$ cat src/rtl/rv32i_multicycle_ctrl.sv
// Multicycle RV32I control FSM: walks FETCH/DECODE/EXEC/MEM/WB over the shared
// datapath and drives every strobe, mux select and the immediate-format select.
module rv32i_multicycle_ctrl (
  input  logic        clk,
  input  logic        rst,
  input  logic [31:0] instr,
  input  logic        mem_ready,
  input  logic        br_taken,
  output logic [2:0]  ImmSel,
  output logic        ir_write,
  output logic        pc_write,
  output logic [1:0]  pc_src,
  output logic        mem_req,
  output logic        mem_we,
  output logic        mem_addr_sel,
  output logic [1:0]  alu_a_sel,
  output logic        alu_b_sel,
  output logic [1:0]  alu_op,
  output logic        reg_write,
  output logic [1:0]  wb_sel,
  output logic        illegal
);

  localparam int unsigned OPC_W = 7;

  localparam logic [OPC_W-1:0] OPC_R      = 7'b0110011;
  localparam logic [OPC_W-1:0] OPC_IALU   = 7'b0010011;
  localparam logic [OPC_W-1:0] OPC_LOAD   = 7'b0000011;
  localparam logic [OPC_W-1:0] OPC_STORE  = 7'b0100011;
  localparam logic [OPC_W-1:0] OPC_BRANCH = 7'b1100011;
  localparam logic [OPC_W-1:0] OPC_LUI    = 7'b0110111;
  localparam logic [OPC_W-1:0] OPC_AUIPC  = 7'b0010111;
  localparam logic [OPC_W-1:0] OPC_JAL    = 7'b1101111;
  localparam logic [OPC_W-1:0] OPC_JALR   = 7'b1100111;
  localparam logic [OPC_W-1:0] OPC_FENCE  = 7'b0001111;

  typedef enum logic [2:0] {
    S_FETCH, S_DECODE, S_EXEC, S_MEM, S_WB, S_TRAP
  } state_e;

  typedef enum logic [3:0] {
    C_ILL, C_R, C_IALU, C_LOAD, C_STORE, C_BRANCH,
    C_LUI, C_AUIPC, C_JAL, C_JALR, C_FENCE
  } cls_e;

  state_e           state_q, state_d;
  cls_e             cls;
  logic [OPC_W-1:0] opcode;
  logic             unused_instr;
  logic             mem_ack;

  logic       mem_req_q, mem_req_d;
  logic       mem_we_q, mem_we_d;
  logic       mem_addr_sel_q, mem_addr_sel_d;
  logic [1:0] alu_a_sel_q, alu_a_sel_d;
  logic       alu_b_sel_q, alu_b_sel_d;
  logic [1:0] alu_op_q, alu_op_d;
  logic       reg_write_q, reg_write_d;
  logic [1:0] wb_sel_q, wb_sel_d;
  logic       illegal_q, illegal_d;

  logic [2:0] imm_sel_c;
  logic       ir_write_c;
  logic       pc_write_c;
  logic [1:0] pc_src_c;

  assign opcode       = instr[OPC_W-1:0];
  assign unused_instr = ^instr[31:OPC_W];
  // mem_ready only counts while a request is actually outstanding
  assign mem_ack      = mem_req_q & mem_ready;

  always_comb begin
    cls = C_ILL;
    case (opcode)
      OPC_R:      cls = C_R;
      OPC_IALU:   cls = C_IALU;
      OPC_LOAD:   cls = C_LOAD;
      OPC_STORE:  cls = C_STORE;
      OPC_BRANCH: cls = C_BRANCH;
      OPC_LUI:    cls = C_LUI;
      OPC_AUIPC:  cls = C_AUIPC;
      OPC_JAL:    cls = C_JAL;
      OPC_JALR:   cls = C_JALR;
      OPC_FENCE:  cls = C_FENCE;
      default:    cls = C_ILL;
    endcase
  end

  always_comb begin
    state_d = state_q;
    case (state_q)
      S_FETCH:  if (mem_ack) state_d = S_DECODE;
      S_DECODE: state_d = (cls == C_ILL) ? S_TRAP : S_EXEC;
      S_EXEC: begin
        case (cls)
          C_BRANCH, C_FENCE: state_d = S_FETCH;
          C_LOAD, C_STORE:   state_d = S_MEM;
          default:           state_d = S_WB;
        endcase
      end
      S_MEM:    if (mem_ack) state_d = (cls == C_LOAD) ? S_WB : S_FETCH;
      S_WB:     state_d = S_FETCH;
      S_TRAP:   state_d = S_TRAP;
      default:  state_d = S_FETCH;
    endcase
  end

  // Registered outputs are decoded from the state being entered, so they line up with it
  always_comb begin
    mem_req_d      = 1'b0;
    mem_we_d       = 1'b0;
    mem_addr_sel_d = 1'b0;
    alu_a_sel_d    = 2'b00;
    alu_b_sel_d    = 1'b0;
    alu_op_d       = 2'b00;
    reg_write_d    = 1'b0;
    wb_sel_d       = 2'b00;
    illegal_d      = illegal_q | (state_d == S_TRAP);
    case (state_d)
      S_FETCH: mem_req_d = 1'b1;
      S_EXEC: begin
        case (cls)
          C_R:    alu_op_d = 2'b01;
          C_IALU: begin
            alu_b_sel_d = 1'b1;
            alu_op_d    = 2'b10;
          end
          C_LOAD, C_STORE, C_JALR: alu_b_sel_d = 1'b1;
          C_LUI: begin
            alu_a_sel_d = 2'b10;
            alu_b_sel_d = 1'b1;
          end
          C_AUIPC: begin
            alu_a_sel_d = 2'b01;
            alu_b_sel_d = 1'b1;
          end
          default: ;
        endcase
      end
      S_MEM: begin
        mem_req_d      = 1'b1;
        mem_addr_sel_d = 1'b1;
        mem_we_d       = (cls == C_STORE);
      end
      S_WB: begin
        reg_write_d = 1'b1;
        case (cls)
          C_LOAD:        wb_sel_d = 2'b01;
          C_JAL, C_JALR: wb_sel_d = 2'b10;
          default:       wb_sel_d = 2'b00;
        endcase
      end
      default: ;
    endcase
  end

  always_ff @(posedge clk or posedge rst) begin
    if (rst) begin
      state_q        <= S_FETCH;
      mem_req_q      <= 1'b0;
      mem_we_q       <= 1'b0;
      mem_addr_sel_q <= 1'b0;
      alu_a_sel_q    <= 2'b00;
      alu_b_sel_q    <= 1'b0;
      alu_op_q       <= 2'b00;
      reg_write_q    <= 1'b0;
      wb_sel_q       <= 2'b00;
      illegal_q      <= 1'b0;
    end else begin
      state_q        <= state_d;
      mem_req_q      <= mem_req_d;
      mem_we_q       <= mem_we_d;
      mem_addr_sel_q <= mem_addr_sel_d;
      alu_a_sel_q    <= alu_a_sel_d;
      alu_b_sel_q    <= alu_b_sel_d;
      alu_op_q       <= alu_op_d;
      reg_write_q    <= reg_write_d;
      wb_sel_q       <= wb_sel_d;
      illegal_q      <= illegal_d;
    end
  end

  // Immediate format follows the opcode for as long as the instruction is live
  always_comb begin
    imm_sel_c = 3'b000;
    if (state_q inside {S_DECODE, S_EXEC, S_MEM, S_WB}) begin
      case (cls)
        C_IALU, C_LOAD, C_JALR: imm_sel_c = 3'b001;
        C_STORE:                imm_sel_c = 3'b010;
        C_BRANCH:               imm_sel_c = 3'b011;
        C_LUI, C_AUIPC:         imm_sel_c = 3'b100;
        C_JAL:                  imm_sel_c = 3'b101;
        default:                imm_sel_c = 3'b000;
      endcase
    end
  end

  // Handshake- and branch-dependent strobes must act in the same cycle as their trigger
  always_comb begin
    ir_write_c = (state_q == S_FETCH) & mem_ack;
    pc_write_c = 1'b0;
    pc_src_c   = 2'b00;
    case (state_q)
      S_EXEC: begin
        if (cls == C_BRANCH) begin
          pc_write_c = 1'b1;
          pc_src_c   = br_taken ? 2'b01 : 2'b00;
        end else if (cls == C_FENCE) begin
          pc_write_c = 1'b1;
        end
      end
      S_MEM: pc_write_c = (cls == C_STORE) & mem_ack;
      S_WB: begin
        pc_write_c = 1'b1;
        case (cls)
          C_JAL:   pc_src_c = 2'b01;
          C_JALR:  pc_src_c = 2'b10;
          default: pc_src_c = 2'b00;
        endcase
      end
      default: ;
    endcase
  end

  assign ImmSel       = imm_sel_c;
  assign ir_write     = ir_write_c;
  assign pc_write     = pc_write_c;
  assign pc_src       = pc_src_c;
  assign mem_req      = mem_req_q;
  assign mem_we       = mem_we_q;
  assign mem_addr_sel = mem_addr_sel_q;
  assign alu_a_sel    = alu_a_sel_q;
  assign alu_b_sel    = alu_b_sel_q;
  assign alu_op       = alu_op_q;
  assign reg_write    = reg_write_q;
  assign wb_sel       = wb_sel_q;
  assign illegal      = illegal_q;

endmodule

$ cat config.mk
export PLATFORM = sky130hd
export DESIGN_NAME = rv32i_multicycle_ctrl
export DESIGN_NICKNAME = d
export VERILOG_FILES = /design/src/rtl/rv32i_multicycle_ctrl.sv
export SDC_FILE = /design/constraint.sdc
export NUM_CORES = 1
export LEC_CHECK = 0
export CORE_ASPECT_RATIO = 1.5
export CORE_MARGIN = 5
export CORE_UTILIZATION = 40
export CTS_CLUSTER_DIAMETER = 120
export DETAILED_ROUTE_END_ITERATION = 12
export GPL_ROUTABILITY_DRIVEN = 0
export PLACE_DENSITY = 0.85
export REMOVE_ABC_BUFFERS = 1
export SYNTH_ARGS = -nofsm -noshare
export SYNTH_HDL_FRONTEND = slang
export SYNTH_SLANG_ARGS = --single-unit
$ cat constraint.sdc
create_clock -name clk -period 3.6 [get_ports clk]
set_clock_uncertainty 0.15 [all_clocks]
set_input_delay 0.72 -clock clk [delete_from_list [all_inputs] [get_ports clk]]
set_output_delay 0.72 -clock clk [all_outputs]
set_load 0.02 [all_outputs]
; ---- Yosys cells after proc, flatten, opt, wreduce, memory -nomap -nowiden
; Memory sizes are Yosys's and may differ from the RTL's.
; Index checks and enable logic that the tools add are counted.
[totals]
ff_bits = 15
rom_bits = 48
inputBits = 36
n_memories = 1
[classes]
eq_ne = 29
n_mux = 27
bitwise_logic = 4
n_reduce_logical = 9
[mem_list]
columns = name, depth, width, read_ports, rd_ports_with_merged_regs, write_ports, line
row1 = (name not given), 16, 3, 1, 0, 0, 187  ; case (cls)
[ops]
columns = cell, count
row1 = 4-bit case mux with 10 select lines, 1
row2 = 7-bit by 6-bit == test with 1-bit output (second input constant), 3
row3 = 7-bit == test (second input constant), 3
row4 = 2-bit case mux with 2 select lines, 5
row5 = 4-bit by 3-bit == test with 1-bit output (second input constant), 4
row6 = 3-bit 2-to-1 mux, 5
row7 = 3-bit case mux with 5 select lines, 1
row8 = 7-bit by 5-bit == test with 1-bit output (second input constant), 2
row9 = 3-bit by 2-bit == test with 1-bit output (second input constant), 4
row10 = 3-bit == test (second input constant), 4
row11 = 4-bit == test (second input constant), 3
row12 = 1-bit 2-to-1 mux, 10
row13 = 4-bit by 2-bit == test with 1-bit output (second input constant), 2
row14 = 2-bit OR reduction, 4
row15 = 7-bit by 2-bit == test with 1-bit output (second input constant), 1
row16 = 7-bit by 4-bit == test with 1-bit output (second input constant), 1
row17 = 3-bit zero test, 2
row18 = 2-bit 2-to-1 mux, 3
row19 = 3-bit case mux with 2 select lines, 1
row20 = 6-bit OR reduction, 1
row21 = 4-bit by 1-bit == test with 1-bit output (second input constant), 1
row22 = 4-bit zero test, 1
row23 = 4-bit nonzero test, 1
row24 = 1-bit bitwise AND, 3
row25 = other kinds (3), 3

; ---- Logic depth before layout (Yosys ltp)
[depth]
ltp_word = 9
mapped_depth = 5
mapped_depth_nobuf = 4

; ---- Worst setup path before layout
; Ideal clock, no wire load.
[synth_timing]
path_kind = input -> output
from = input port instr[2]
to = output port pc_write
arrival_ns = 2.055
path_slack_ns = 0.675
cell_stages = 5
path_cell_list = clkbuf_1 -> or2_2 -> nor2_1 -> nand2_1 -> o32ai_1
[synth_between]
elab_chain_cells = 6
elab_cells_between_ends = 18
[synth_lines]
columns = element, line
row1 = "start, declared", 6  ; input logic [31:0] instr,
row2 = 7-bit by 4-bit == test with 1-bit output (tied with other cells), 74  ; case (opcode)
row3 = 4-bit case mux with 10 select lines (*), 74
row4 = 4-bit == test, 208  ; end else if (cls == C_FENCE) begin
row5 = 1-bit 2-to-1 mux, 208
row6 = 1-bit 2-to-1 mux, 205  ; if (cls == C_BRANCH) begin
row7 = 1-bit case mux with 3 select lines (*), 203  ; case (state_q)
row8 = "end, declared", 11  ; output logic pc_write,
; Every way passes the cells marked *; elsewhere a longest branch is shown, timed or not.

; ---- Worst setup path after layout
[layout_timing]
from = input port instr[3]
to = output port ImmSel[1]
[layout_between]
elab_chain_cells = 4
elab_cells_between_ends = 13
[layout_lines]
columns = element, line
row1 = 7-bit by 4-bit == test with 1-bit output (tied with other cells), 74
row2 = 4-bit case mux with 10 select lines (*), 74
row3 = memory 16 x 3 bit (*), -
row4 = 3-bit 2-to-1 mux (*), 186  ; if (state_q inside {S_DECODE, S_EXEC, S_MEM, S_WB}) begin
row5 = "end, declared", 9  ; output logic [2:0] ImmSel,
; Marked as above.

==> impl_metrics.ini <==
[power]
ir_drop_uv = 191
p_seq_frac = 0.443
clock_power_share = 0.179
powerDensity_nw_per_um2 = 401
p_int_mw = 0.326
finalPower_mw = 0.538
p_leak_nw = 0.565
p_sw_frac = 0.394
power.switching_mw = 0.212
power.share.combinational = 0.377

[drt]
first_pass_iters = 7
wl_per_cell_microns = 14.8
wl_microns = 2490
dr.first_iter.drc_count = 32
drc = 0
ant_nets = 0
route.vias.total = 978
via_per_inst = 5.82

[grt]
grt_max_degree = 16
antenna_found_initial = 0
gr-usage-all-layers = 0.155
grt_pass1_vias = 996
grt_pass1_wl_microns = 4160
grt_overflow = 0

[sta]
hold_viol = 0
rsz0062_at_grt = no
finalCritPeriodShare = 0.973
finalSetupViolCount = 0
final_max_slew_viol_count = 0
holdWs_ns = 0.336
fmax_mhz = 285
timing_worst_slew_pin_value_ns = 0.530
min_period_ns = 3.50
max-slew-margin-rel = 0.646

[cts]
clock_latency_ns = 0.28
cts.htree.levels = 1
clkSinkCount = 15
post-cts-setup-buffers = 0
cts_buffers = 3
clockBufferDepth = 2
cts_tree = yes
clkTransAtPathRegs_ns = 0.09
root_buffer = clkbuf_4

[cells_and_area]
drive_above_1_share = 0.159
n_antenna_cell = 0
stdcell_area_sq_um = 1340
fin_nets = 182
syn_to_final_growth_pct = 46.3
fillers = 203

[setup_path]
critPathLaunchType = input pin
required_ns = 2.73
timing.rr.start = state_q[0]
crit_slowest_cell = clkdlybuf4s50_1
startpoint = instr[3]
crit_type = in -> out
worst-path-buf-inv = 3
critPathMaxStageDelay_ns = 0.61
path_cells = clkdlybuf4s50_1, or2_2, nor2_1, nand2_1, buf_4, nor2_1, clkdlybuf4s50_1
crit_path_end_kind = output port
cp_max_fo = 4
path_delay_family = buffers and inverters
arrival_ns = 2.63

[synth]
syn_avg_cell_area_sq_um = 8.83
synth_cell_types = 37
synth_top_area_cell = dfrtp_1
synth_warnings = 0
synth.area.top_cells = dfrtp_1, a21oi_1, nor3_1
async_reset_ff_frac = 1.00
ys_seq_area_frac = 0.409
yosys-top-cells-count = dfrtp_1, nand2_1, a21oi_1, nor2_1, nor3_1
syn_inst = 104
ys_ff_latch = 15
syn_area_sq_um = 918
yosysMostFrequentCell = dfrtp_1
synth-edff-count = 0
synth_top_area_frac = 0.409
synth_ff_type = dfrtp_1

[floorplanning]
start_util = 0.416
ios = 55
die-area_sq_um = 3370
coreArea_sq_um = 2210
die_h_microns = 68.7
die_w_microns = 49.1
num_rows = 21

[place]
hpwlAfterDp_microns = 2010
io_buffers = 29
placed_area_sq_um = 1320

[job]
drv_cap = 0

[hold_path]
min_from = illegal
hold_path_class = reg -> reg

[outcome]
status = completed
[sequential cells by signal (all words and copies together), names as in the netlist]
| signal | count |
|---|---|
| alu_op | 2 |
| wb_sel | 2 |
| mem_req | 1 |
| state_q | 3 |
| illegal | 1 |
| reg_write | 1 |
| mem_addr_sel | 1 |
| mem_we | 1 |
| alu_b_sel | 1 |
| alu_a_sel | 2 |
[logic make-up after synthesis]
logic type / share of synthesized area
buffers and inverters: 0.0531
flip-flops: 0.409
AO/OA/AOI/OAI: 0.161
XOR/XNOR: 0.00954
AND/OR/NAND/NOR: 0.368
[metrics by stage]
step / setup slack [ns] / TNS (ns) / utilization / cells
2_1_floorplan: 0.850 / 0 / - / 97
3_3_place_gp: -0.0930 / -0.0930 / 0.596 / 164
3_5_place_dp: -0.110 / -0.142 / 0.596 / 164
4_1_cts: 0.0986 / 0 / 0.609 / 168
5_1_grt: 0.0145 / 0 / 0.609 / 168
6_report: 0.0964 / 0 / 0.609 / 168
[cell usage in the layout, fill, tap and decap left out, types with 2 or more instances in the layout]
cell type        synthesis  routed
a21oi_1                  7       7
a22oi_1                  2       2
and4b_1                  2       2
buf_4                    0      15
clkbuf_4                 0       3
clkdlybuf4s50_1          0      27
dfrtp_1                 15      15
dlygate4sd2_1            0       2
inv_1                    4       4
nand2_1                  9       9
nand2b_1                 2       2
nand3_1                  2       2
nand3b_1                 2       2
nand4_1                  2       2
nor2_1                   7       7
nor2b_1                  4       4
nor3_1                   7       7
nor3b_1                  4       4
nor4_1                   2       2
o211ai_1                 2       2
o21ai_0                  6       6
[final cells by class]
type                       instances  area [sq um]  share of cell area
timing repair buffer              44           400               0.298
sequential                        15           375               0.279
inverter                           4          15.0              0.0112
multi-input combinational         78           494               0.368
clock inverter                     1          7.51             0.00559
tap                               23          28.8              0.0214
clock buffer                       3          22.5              0.0168
[power by group through the flow]
stage               Sequential, mW  Combinational [mW]  Clock, mW
floorplan                    0.236               0.114          0
global placement             0.239               0.202          0
global route                 0.246               0.226      0.104
detailed placement           0.240               0.207          0
CTS                          0.237               0.204     0.0957
finish                       0.239               0.203     0.0966
[worst paths after layout]
check	cells after the start	end	slack [ns]
worst min-delay path	1	illegal	0.34
worst max-delay path	7	ImmSel[1]	0.1
max in group asynchronous	2	wb_sel[0]	2.32
worst max register to register	4	mem_req	1.58
min in group asynchronous	2	mem_addr_sel	0.62
worst min register to register	1	illegal	0.34
[timing repair]
action,in CTS,in global routing
resized for setup,2,0
endpoints found under the setup margin,2,0
hold buffers,0,0
hold endpoints to repair,0,0
[worst register-to-register path, delay by kind of cell, from the launching register on]
family,cells,cell delay [ns]
flops,1,0.59
simple gates,2,0.86
compound gates,2,0.32
[per-layer routing]
layer	share of wire	up-vias	wire length (microns)	track usage
met3	0.056	10	140	0.0237
met2	0.52	42	1300	0.295
met5	0	-	0	0
met1	0.38	461	949	0.154
met4	0.039	0	98	0.101
li1	-	465	-	-
Power figures use the tool's default switching activity.
